==> config.mk <==
export PLATFORM = sky130hd
export DESIGN_NAME = pow2_mitchell_pipe
export DESIGN_NICKNAME = d
export VERILOG_FILES = /design/src/rtl/pow2_mitchell_pipe.sv
export SDC_FILE = /design/constraint.sdc
export NUM_CORES = 1
export LEC_CHECK = 0
export ABC_AREA = 1
export CELL_PAD_IN_SITES_DETAIL_PLACEMENT = 0
export CELL_PAD_IN_SITES_GLOBAL_PLACEMENT = 1
export CORE_MARGIN = 2
export CORE_UTILIZATION = 49
export CTS_CLUSTER_DIAMETER = 200
export DETAILED_ROUTE_END_ITERATION = 8
export HOLD_SLACK_MARGIN = 0.08
export PLACE_DENSITY_LB_ADDON = 0.1
export RECOVER_POWER = 50
export SYNTH_ARGS = -nofsm -noshare
export SYNTH_HDL_FRONTEND = slang
export SYNTH_SLANG_ARGS = --single-unit
==> constraint.sdc <==
create_clock -name clk -period 7.5 [get_ports clk]
set_input_delay 1.5 -clock clk [delete_from_list [all_inputs] [get_ports clk]]
set_output_delay 1.5 -clock clk [all_outputs]
set_load 0.05 [all_outputs]
==> src/rtl/pow2_mitchell_pipe.sv <==
`default_nettype none
// ============================================================================
// Module  : pow2_mitchell_pipe
// Brief   : Mitchell linear antilog, 2^(n+f) ~ (1+f)*2^n, as a 5-stage
//           registered barrel shift (16, 8, 4, 2, 1) with valid/ready flow.
// Revision: 1.0  initial release
// ============================================================================
module pow2_mitchell_pipe #(
    parameter int FRAC_BITS = 8
) (
    input  logic                 clk,
    input  logic                 reset,
    input  logic                 enb,
    input  logic [FRAC_BITS+4:0] i_LOG2,
    input  logic                 i_VALID,
    output logic                 o_READY,
    output logic [31:0]          o_WORD,
    output logic                 o_VALID,
    input  logic                 i_READY
);

    localparam int c_WORK_W = 32 + FRAC_BITS + 1;

    // Stages 4..1 carry the shift data and the exponent bits still to apply;
    // stage 0 keeps only the truncated integer word.
    logic [c_WORK_W-1:0] r_w [1:4];
    logic [3:0]          r_n [1:4];
    logic [4:1]          r_v;
    logic [31:0]         r_word0;
    logic                r_v0;

    logic                w_adv;
    logic [c_WORK_W-1:0] w_load;
    logic [c_WORK_W-1:0] w_s0;
    logic                w_unused_bits;

    assign w_adv   = enb & (~r_v0 | i_READY);
    assign w_load  = {{(c_WORK_W-FRAC_BITS-1){1'b0}}, 1'b1, i_LOG2[FRAC_BITS-1:0]};
    assign w_s0    = r_n[1][0] ? (r_w[1] << 1) : r_w[1];

    assign o_READY = w_adv;
    assign o_WORD  = r_word0;
    assign o_VALID = r_v0;

    always_ff @(posedge clk) begin
        if (reset) begin
            for (int k = 1; k <= 4; k++) begin
                r_w[k] <= '0;
                r_n[k] <= '0;
            end
            r_v     <= '0;
            r_word0 <= '0;
            r_v0    <= 1'b0;
        end else if (w_adv) begin
            r_v[4] <= i_VALID;
            if (i_VALID) begin
                r_n[4] <= i_LOG2[FRAC_BITS+3:FRAC_BITS];
                r_w[4] <= i_LOG2[FRAC_BITS+4] ? (w_load << 16) : w_load;
            end
            for (int k = 3; k >= 1; k--) begin
                r_w[k] <= r_n[k+1][k] ? (r_w[k+1] << (1 << k)) : r_w[k+1];
                r_n[k] <= r_n[k+1];
                r_v[k] <= r_v[k+1];
            end
            // Integer part only: fractional bits below the binary point are dropped.
            r_word0 <= w_s0[FRAC_BITS+31:FRAC_BITS];
            r_v0    <= r_v[1];
        end
    end

    assign w_unused_bits = ^{w_s0[c_WORK_W-1], w_s0[FRAC_BITS-1:0], r_n[1][3:1]};

endmodule
`default_nettype wire

==> results.md, run 1 <==
- Total Die Area: 0.0146 mm^2
- Status: finished, violations left
- Hold buffers post-CTS: 0
- Place WS: 2940 ps
- Setup crit end: r_w[0][155]
- Simple-gate share of the synthesized area: 0.180
- Most frequent cells in the layout: nand2_1, edfxtp_1, inv_1
- Die height: 121 um
- Total GRT Usage: 0.162
- Max_cap viols: 3
- Bufs on Longest Clock Path: 2
- R2r setup slk: 3680 ps
- Adder-cell share of the synthesized area: 0
- Sequential power share: 0.511
- CTS clk-pin slew, worst paths: 60 ps
- Post-Syn Instances: 681
- Die X: 121 um
- Leakage Power: 3.08 nW
- Crit Path Class: primary input to flip-flop
- Setup TNS: 0 ps
- Share of layout cells above drive strength 1: 0.0536
- NetSw: 0.461 mW
- Leading area contributor after synthesis: edfxtp_1
- Clock Skew: 7.49 ps
- Synth area leaders: edfxtp_1, dfxtp_1, nand2_1, a21oi_1, o21ai_0
- First-pass GRT wire length: 18,500 um
- Compound-Gate Fraction of Synth Area: 0.0845
- WL final: 10,800 um
- PwrDens: 259 mW/mm^2
- Root Driver: clkbuf_16
- Post-Layout Cell Count: 903
- Worst r2r dst: r_w[0][155]
- Yosys reg bits: 161
- Antenna diodes: 0
- Grt ovf: 0
- CTS tree: built
- Area of the core: 0.0133 mm^2
- I/O pins: 52
- CP startpoint: i_READY
- Largest net degree at the start of global routing: 104
- Worst vdd ir: 0.150 mV
- Worst reg2reg path startpoint: o_VALID
- Tightest Pin Transition: 3520 ps
- Internal power: 1.57 mW
- Fmax: 195 MHz
- Commonest non-fill, non-tap cell in the layout: nand2_1
- Port Buffer Count: 51
- Logic pwr share: 0.080
- Distinct cells, synth: 19
- Total CTS buffers: 17
- Post-route DRC violation count: 0
- Min-delay worst type: flip-flop to flip-flop
- Critical path launch point type: primary input
- Largest family of logic cells by synthesized area: simple AND/OR/NAND/NOR gates
- Number of gates resized after CTS: 0
- Synthesized cell area: 0.00671 mm^2
- Final setup viols: 0
- Site Rows: 42
- Critical Path End Type: flip-flop
- Slew margin rel.: -1.35
- DRT iter0 DRCs: 392
- Slowest-stage cell, CP: nor2_1
- Sw Share: 0.228
- Top-area cell type share of the netlist area: 0.555
- Placed cell count: 871
- WP buf/inv: 3
- Nets: 732
- Crit path top cell by count: nand2_1
- Post-synthesis xor/xnor area fraction: 0
- Final Cycle Share: 0.684
- Final hold vios: 0
- WL/cell: 12.0 um
- Final WS setup: 2370 ps
- Final core area utilization: 0.590
- Max Slew Vio Count: 149
- Reg2Reg Depth: 6
- Synthesized net count: 699
- Worst-skew pair later-pin latency: 420 ps
- DP Wirelength: 7100 um
- Syn avg cell area: 9.85 um^2
- Post-route ant nets: 0
- Initial antenna violation count: 0
- Failing checks: max-capacitance violations, max-slew violations
- Mux share of post-synthesis cell area: 0
- Pre-antenna DRT Iters: 4
- Slowest Stage Delay on Critical Path: 1500 ps
- Clock sink count: 161
- Crit path max-delay family: simple AND/OR/NAND/NOR gates
- Routability congestion estimate: 0.813
- CP Depth: 8
- Post-synthesis sequential area ratio: 0.666
- Ys Warns: 0
- RSZ-0062 raised after global routing: false
- # Post-CTS Setup Buffers: 0
- Critical Path RT: 7750 ps
- Critical-path cell list: dlygate4sd3_1 > inv_1 > nand2_1 > nand2_1 > clkbuf_1 > nor2_1 > nand2_1 > nor2_1
- Vias in the first global route: 4,122
- Clock share of power: 0.409
- Via count of the routed design: 4,420
- Area delta synth->final: 17.0%
- Fillers: 1,173
- Initial core utilization: 0.504
- Worst-path fanout max: 38
- WP data arrival: 5380 ps
- DR vias/cell: 4.89
- H-Tree Depth: 4
- Tmin final: 5130 ps
synth_stat cells:
cell type  count
nor3_1        18
inv_1         62
nand3_1       36
nand2_1      186
a21oi_1       61
a21oi_4        1
clkinv_1       1
buf_2         16
nor2_1        59
edfxtp_1     124
nor2_2         1
buf_6          4
clkbuf_1      18
dfxtp_1       37
o21ai_0       49
nand4_1        1
buf_1          2
nand2_2        1
buf_4          4
state kept, by name (all words and copies together), names as in the netlist:
| signal | flops |
|---|---|
| r_v | 4 |
| o_WORD | 32 |
| o_VALID | 1 |
| r_n | 10 |
| r_w | 114 |
worst min-delay path, cell delays in order (launching register included):
cell and delay [ps]:
dfxtp_1 300, nand3_1 70, nand2_1 50
area by class of cell:
type                            instances  area (um^2)  share of cell area
Clock inverter                          7         42.5             0.00542
Tap cell                              176          220              0.0281
Inverter                               63          236              0.0301
Timing Repair Buffer                   58          556              0.0708
Sequential cell                       161         4460               0.569
Multi-Input combinational cell        413         1780               0.227
Clock buffer                           25          544              0.0694
through the flow:
step	total power, mW	instance area, um^2	hold WS, ps
global route	2.11	7840	479
floorplan	1.17	6710	420
detailed placement	1.22	7270	448
CTS	2.05	7850	465
finish	2.03	7840	466
global placement	1.22	7270	429
logic make-up (layout without fill, tap and decap cells):
logic type | Yosys count | after routing
simple gates | 302 | 302
flops | 161 | 161
compound gates | 111 | 111
buf+inv | 107 | 153
power by group through the flow:
stage | Clock, mW | Sequential (mW) | Combinational, mW
6_report | 0.829 | 1.04 | 0.162
3_3_place_gp | 0 | 1.05 | 0.164
5_1_grt | 0.881 | 1.04 | 0.182
4_1_cts | 0.848 | 1.04 | 0.167
3_5_place_dp | 0 | 1.06 | 0.166
2_1_floorplan | 0 | 1.08 | 0.0900
how the worst min path moves through the flow:
stage / from / endpoint / depth (start not counted)
finish: o_WORD[23] / o_WORD[23] / 2
global route: r_v[2] / r_v[1] / 2
CTS: r_v[4] / r_v[3] / 2
detailed placement: r_v[4] / r_v[3] / 2
global placement: r_v[4] / r_v[3] / 2
floorplan: r_v[3] / r_v[2] / 2
layer usage:
| metal | share of wire | vias to the layer above | GRT usage |
|---|---|---|---|
| met4 | 0.030 | 0 | 0.0858 |
| met5 | 0 | - | 0 |
| met3 | 0.045 | 30 | 0.0432 |
| met1 | 0.46 | 1982 | 0.197 |
| li1 | - | 2313 | - |
| met2 | 0.46 | 95 | 0.266 |
Power figures use the tool's default switching activity.
==> run 2, diff against run 1 <==
Settings changed: CORE_UTILIZATION 49 to 41.
Clock period 7.5 ns to 4.6 ns, I/O delays scaled along.
==> results.md, run 2 (synthesized netlist as in run 1, its figures left out) <==
- Number of gates resized after CTS: 0 (unchanged)
- Status: finished, violations left
- Vias in the first global route: 4,058 (-1.6%)
- WL final: 11,300 um (+4.6%)
- Final setup viols: 0 (unchanged)
- DP Wirelength: 7690 um (+8.3%)
- I/O pins: 52 (unchanged)
- Tmin final: 3570 ps
- Largest net degree at the start of global routing: 87 (-16%)
- Hold depth: 2 (unchanged)
- Largest Register: r_w
- Total CTS buffers: 17 (unchanged)
- Worst reg2reg path startpoint: o_VALID
- Critical-path cell list: dlygate4sd3_1 > inv_1 > a21oi_1 > clkdlybuf4s50_1
- Final Cycle Share: 0.776
- Slowest-stage cell, CP: clkdlybuf4s50_1
- Tightest Pin Transition: 1630 ps (-1890 ps)
- Die height: 132 um (+9.0%)
- WL/cell: 12.0 um (+0.15%)
- Reg2Reg Depth: 7 (+1)
- Initial antenna violation count: 0 (unchanged)
- DR vias/cell: 4.58 (-6.4%)
- Crit path max-delay family: buffers and inverters
- Fmax: 280 MHz
- First-pass GRT wire length: 19,300 um (+4.6%)
- Max Slew Vio Count: 87 (-42%)
- Clock Skew: 8.87 ps (+1.37 ps)
- Hold_sp: r_v[3]
- WP buf/inv: 3 (unchanged)
- Post-route DRC violation count: 0 (unchanged)
- Max reg flops: 114 (unchanged)
- Via count of the routed design: 4,319 (-2.3%)
- Critical Path End Type: output pin
- Worst-path fanout max: 3 (-92%)
- Worst vdd ir: 0.261 mV (+73%)
- Crit Path Class: primary input to output pin
- Min-delay worst type: flip-flop to flip-flop
- DRT iter0 DRCs: 197 (-50%)
- Die X: 132 um (+9.0%)
- WP data arrival: 2650 ps (-2730 ps)
- Final hold vios: 0 (unchanged)
- Bufs on Longest Clock Path: 2 (unchanged)
- Max layer used: met4
- Most frequent cells in the layout: nand2_1, edfxtp_1, inv_1, a21oi_1, nor2_1
- Area delta synth->final: 16.7%
- Total Die Area: 0.0174 mm^2 (+19%)
- Area of the core: 0.0159 mm^2 (+20%)
- Met1 Wirelength: 5540 um (+11%)
- Max_cap viols: 1 (-2)
- Root Driver: clkbuf_16
- Critical path launch point type: primary input
- H-Tree Depth: 4 (unchanged)
- Metal3 WL: 510 um (+4.1%)
- Commonest non-fill, non-tap cell in the layout: nand2_1
- Place WS: 1210 ps (-1730 ps)
- PwrDens: 405 mW/mm^2 (+57%)
- Hold worst-path end: r_v[2]
- # Post-CTS Setup Buffers: 0 (unchanged)
- Initial core utilization: 0.421 (-0.0838)
- Nets: 735 (+0.41%)
- Antenna diodes: 0 (unchanged)
- Worst-skew pair later-pin latency: 410 ps (about the same)
- Final WS setup: 1030 ps (-1340 ps)
- Clock sink count: 161 (unchanged)
- Hold buffers post-CTS: 0 (unchanged)
- Total GRT Usage: 0.138 (-0.0246)
- CTS clk-pin slew, worst paths: 60 ps (about the same)
- Pre-antenna DRT Iters: 4 (unchanged)
- CTS tree: built
- Grt ovf: 0 (unchanged)
- Site Rows: 46 (+9.5%)
- WL met2: 5190 um (+3.6%)
- Register area: 0.00446 mm^2 (unchanged)
- Fillers: 1,552 (+32%)
- R2r setup slk: 2240 ps (-1440 ps)
- Port Buffer Count: 51 (unchanged)
- Routability congestion estimate: 0.745 (-8.3%)
- Failing checks: max-capacitance violations, max-slew violations
- Post-route ant nets: 0 (unchanged)
- Final hold slack: 449 ps (-17.5 ps)
- Critical Path RT: 3680 ps (-4070 ps)
- RSZ-0062 raised after global routing: false
- Slew margin rel.: -0.0856 (+1.26)
- Footprint of the multi-input gates: 0.00177 mm^2 (-0.63%)
- Setup TNS: 0 ps (unchanged)
- Share of layout cells above drive strength 1: 0.0454 (-0.00825)
- Slowest Stage Delay on Critical Path: 860 ps (-640 ps)
- Leakage Power: 3.04 nW (-1.3%)
- Worst r2r dst: r_w[0][115]
## run 2: changes by cell type in the layout (fill, tap and decap cells not counted), sizes merged
| cell | delta |
|---|---|
| clkbuf | -7 |
| clkinv | +4 |
| buf | +3 |
| clkdlybuf4s50 | +2 |
| dlygate4sd3 | -2 |
| bufinv | +1 |
| inv | -1 |
## run 2: report_power, final
| part | internal (mW) | total, mW | leakage (nW) | switching [mW] |
|---|---|---|---|---|
| combinational | 0.0762 | 0.265 | 1.13 | 0.189 |
| sequential | 1.65 | 1.69 | 1.67 | 0.0344 |
| clock | 0.718 | 1.22 | 0.246 | 0.500 |
| total | 2.45 | 3.17 | 3.04 | 0.723 |
## run 2: worst max path at each step
| stage | startpoint | end | slack (ps) | cells past startpoint |
|---|---|---|---|---|
| final | enb | o_READY | 1030 | 4 |
| after global routing | enb | o_READY | 970 | 4 |
| after CTS | enb | o_READY | 1210 | 4 |
| after detailed placement | enb | o_READY | 1210 | 4 |
| after global placement | enb | o_READY | 1250 | 4 |
| after floorplan | i_READY | r_n[0][12] | 630 | 5 |
## run 2: routing by layer
layer,vias up,GRT usage
li1,2316,-
met2,76,0.220
met1,1920,0.179
met3,7,0.0338
met4,0,0.0598
met5,-,0
## run 2: metrics by stage
stage | power [mW] | utilization | cells | area, um^2
2_1_floorplan | 1.91 | - | 681 | 6710
4_1_cts | 3.22 | 0.492 | 943 | 7840
6_report | 3.17 | 0.491 | 943 | 7820
5_1_grt | 3.30 | 0.491 | 943 | 7820
3_5_place_dp | 2.00 | 0.460 | 914 | 7340
3_3_place_gp | 1.99 | 0.460 | 914 | 7340
## run 2: layout make-up
type                       count  area share
sequential                   161       0.571
multi-input combinational    413       0.226
timing repair buffer          61      0.0740
clock buffer                  18      0.0549
tap                          216      0.0345
inverter                      63      0.0302
clock inverter                11     0.00960
## run 2: worst min-delay path, delay by kind of cell (launching register included)
kind	cells	cell delay [ps]
flops	1	310
simple gates	2	100
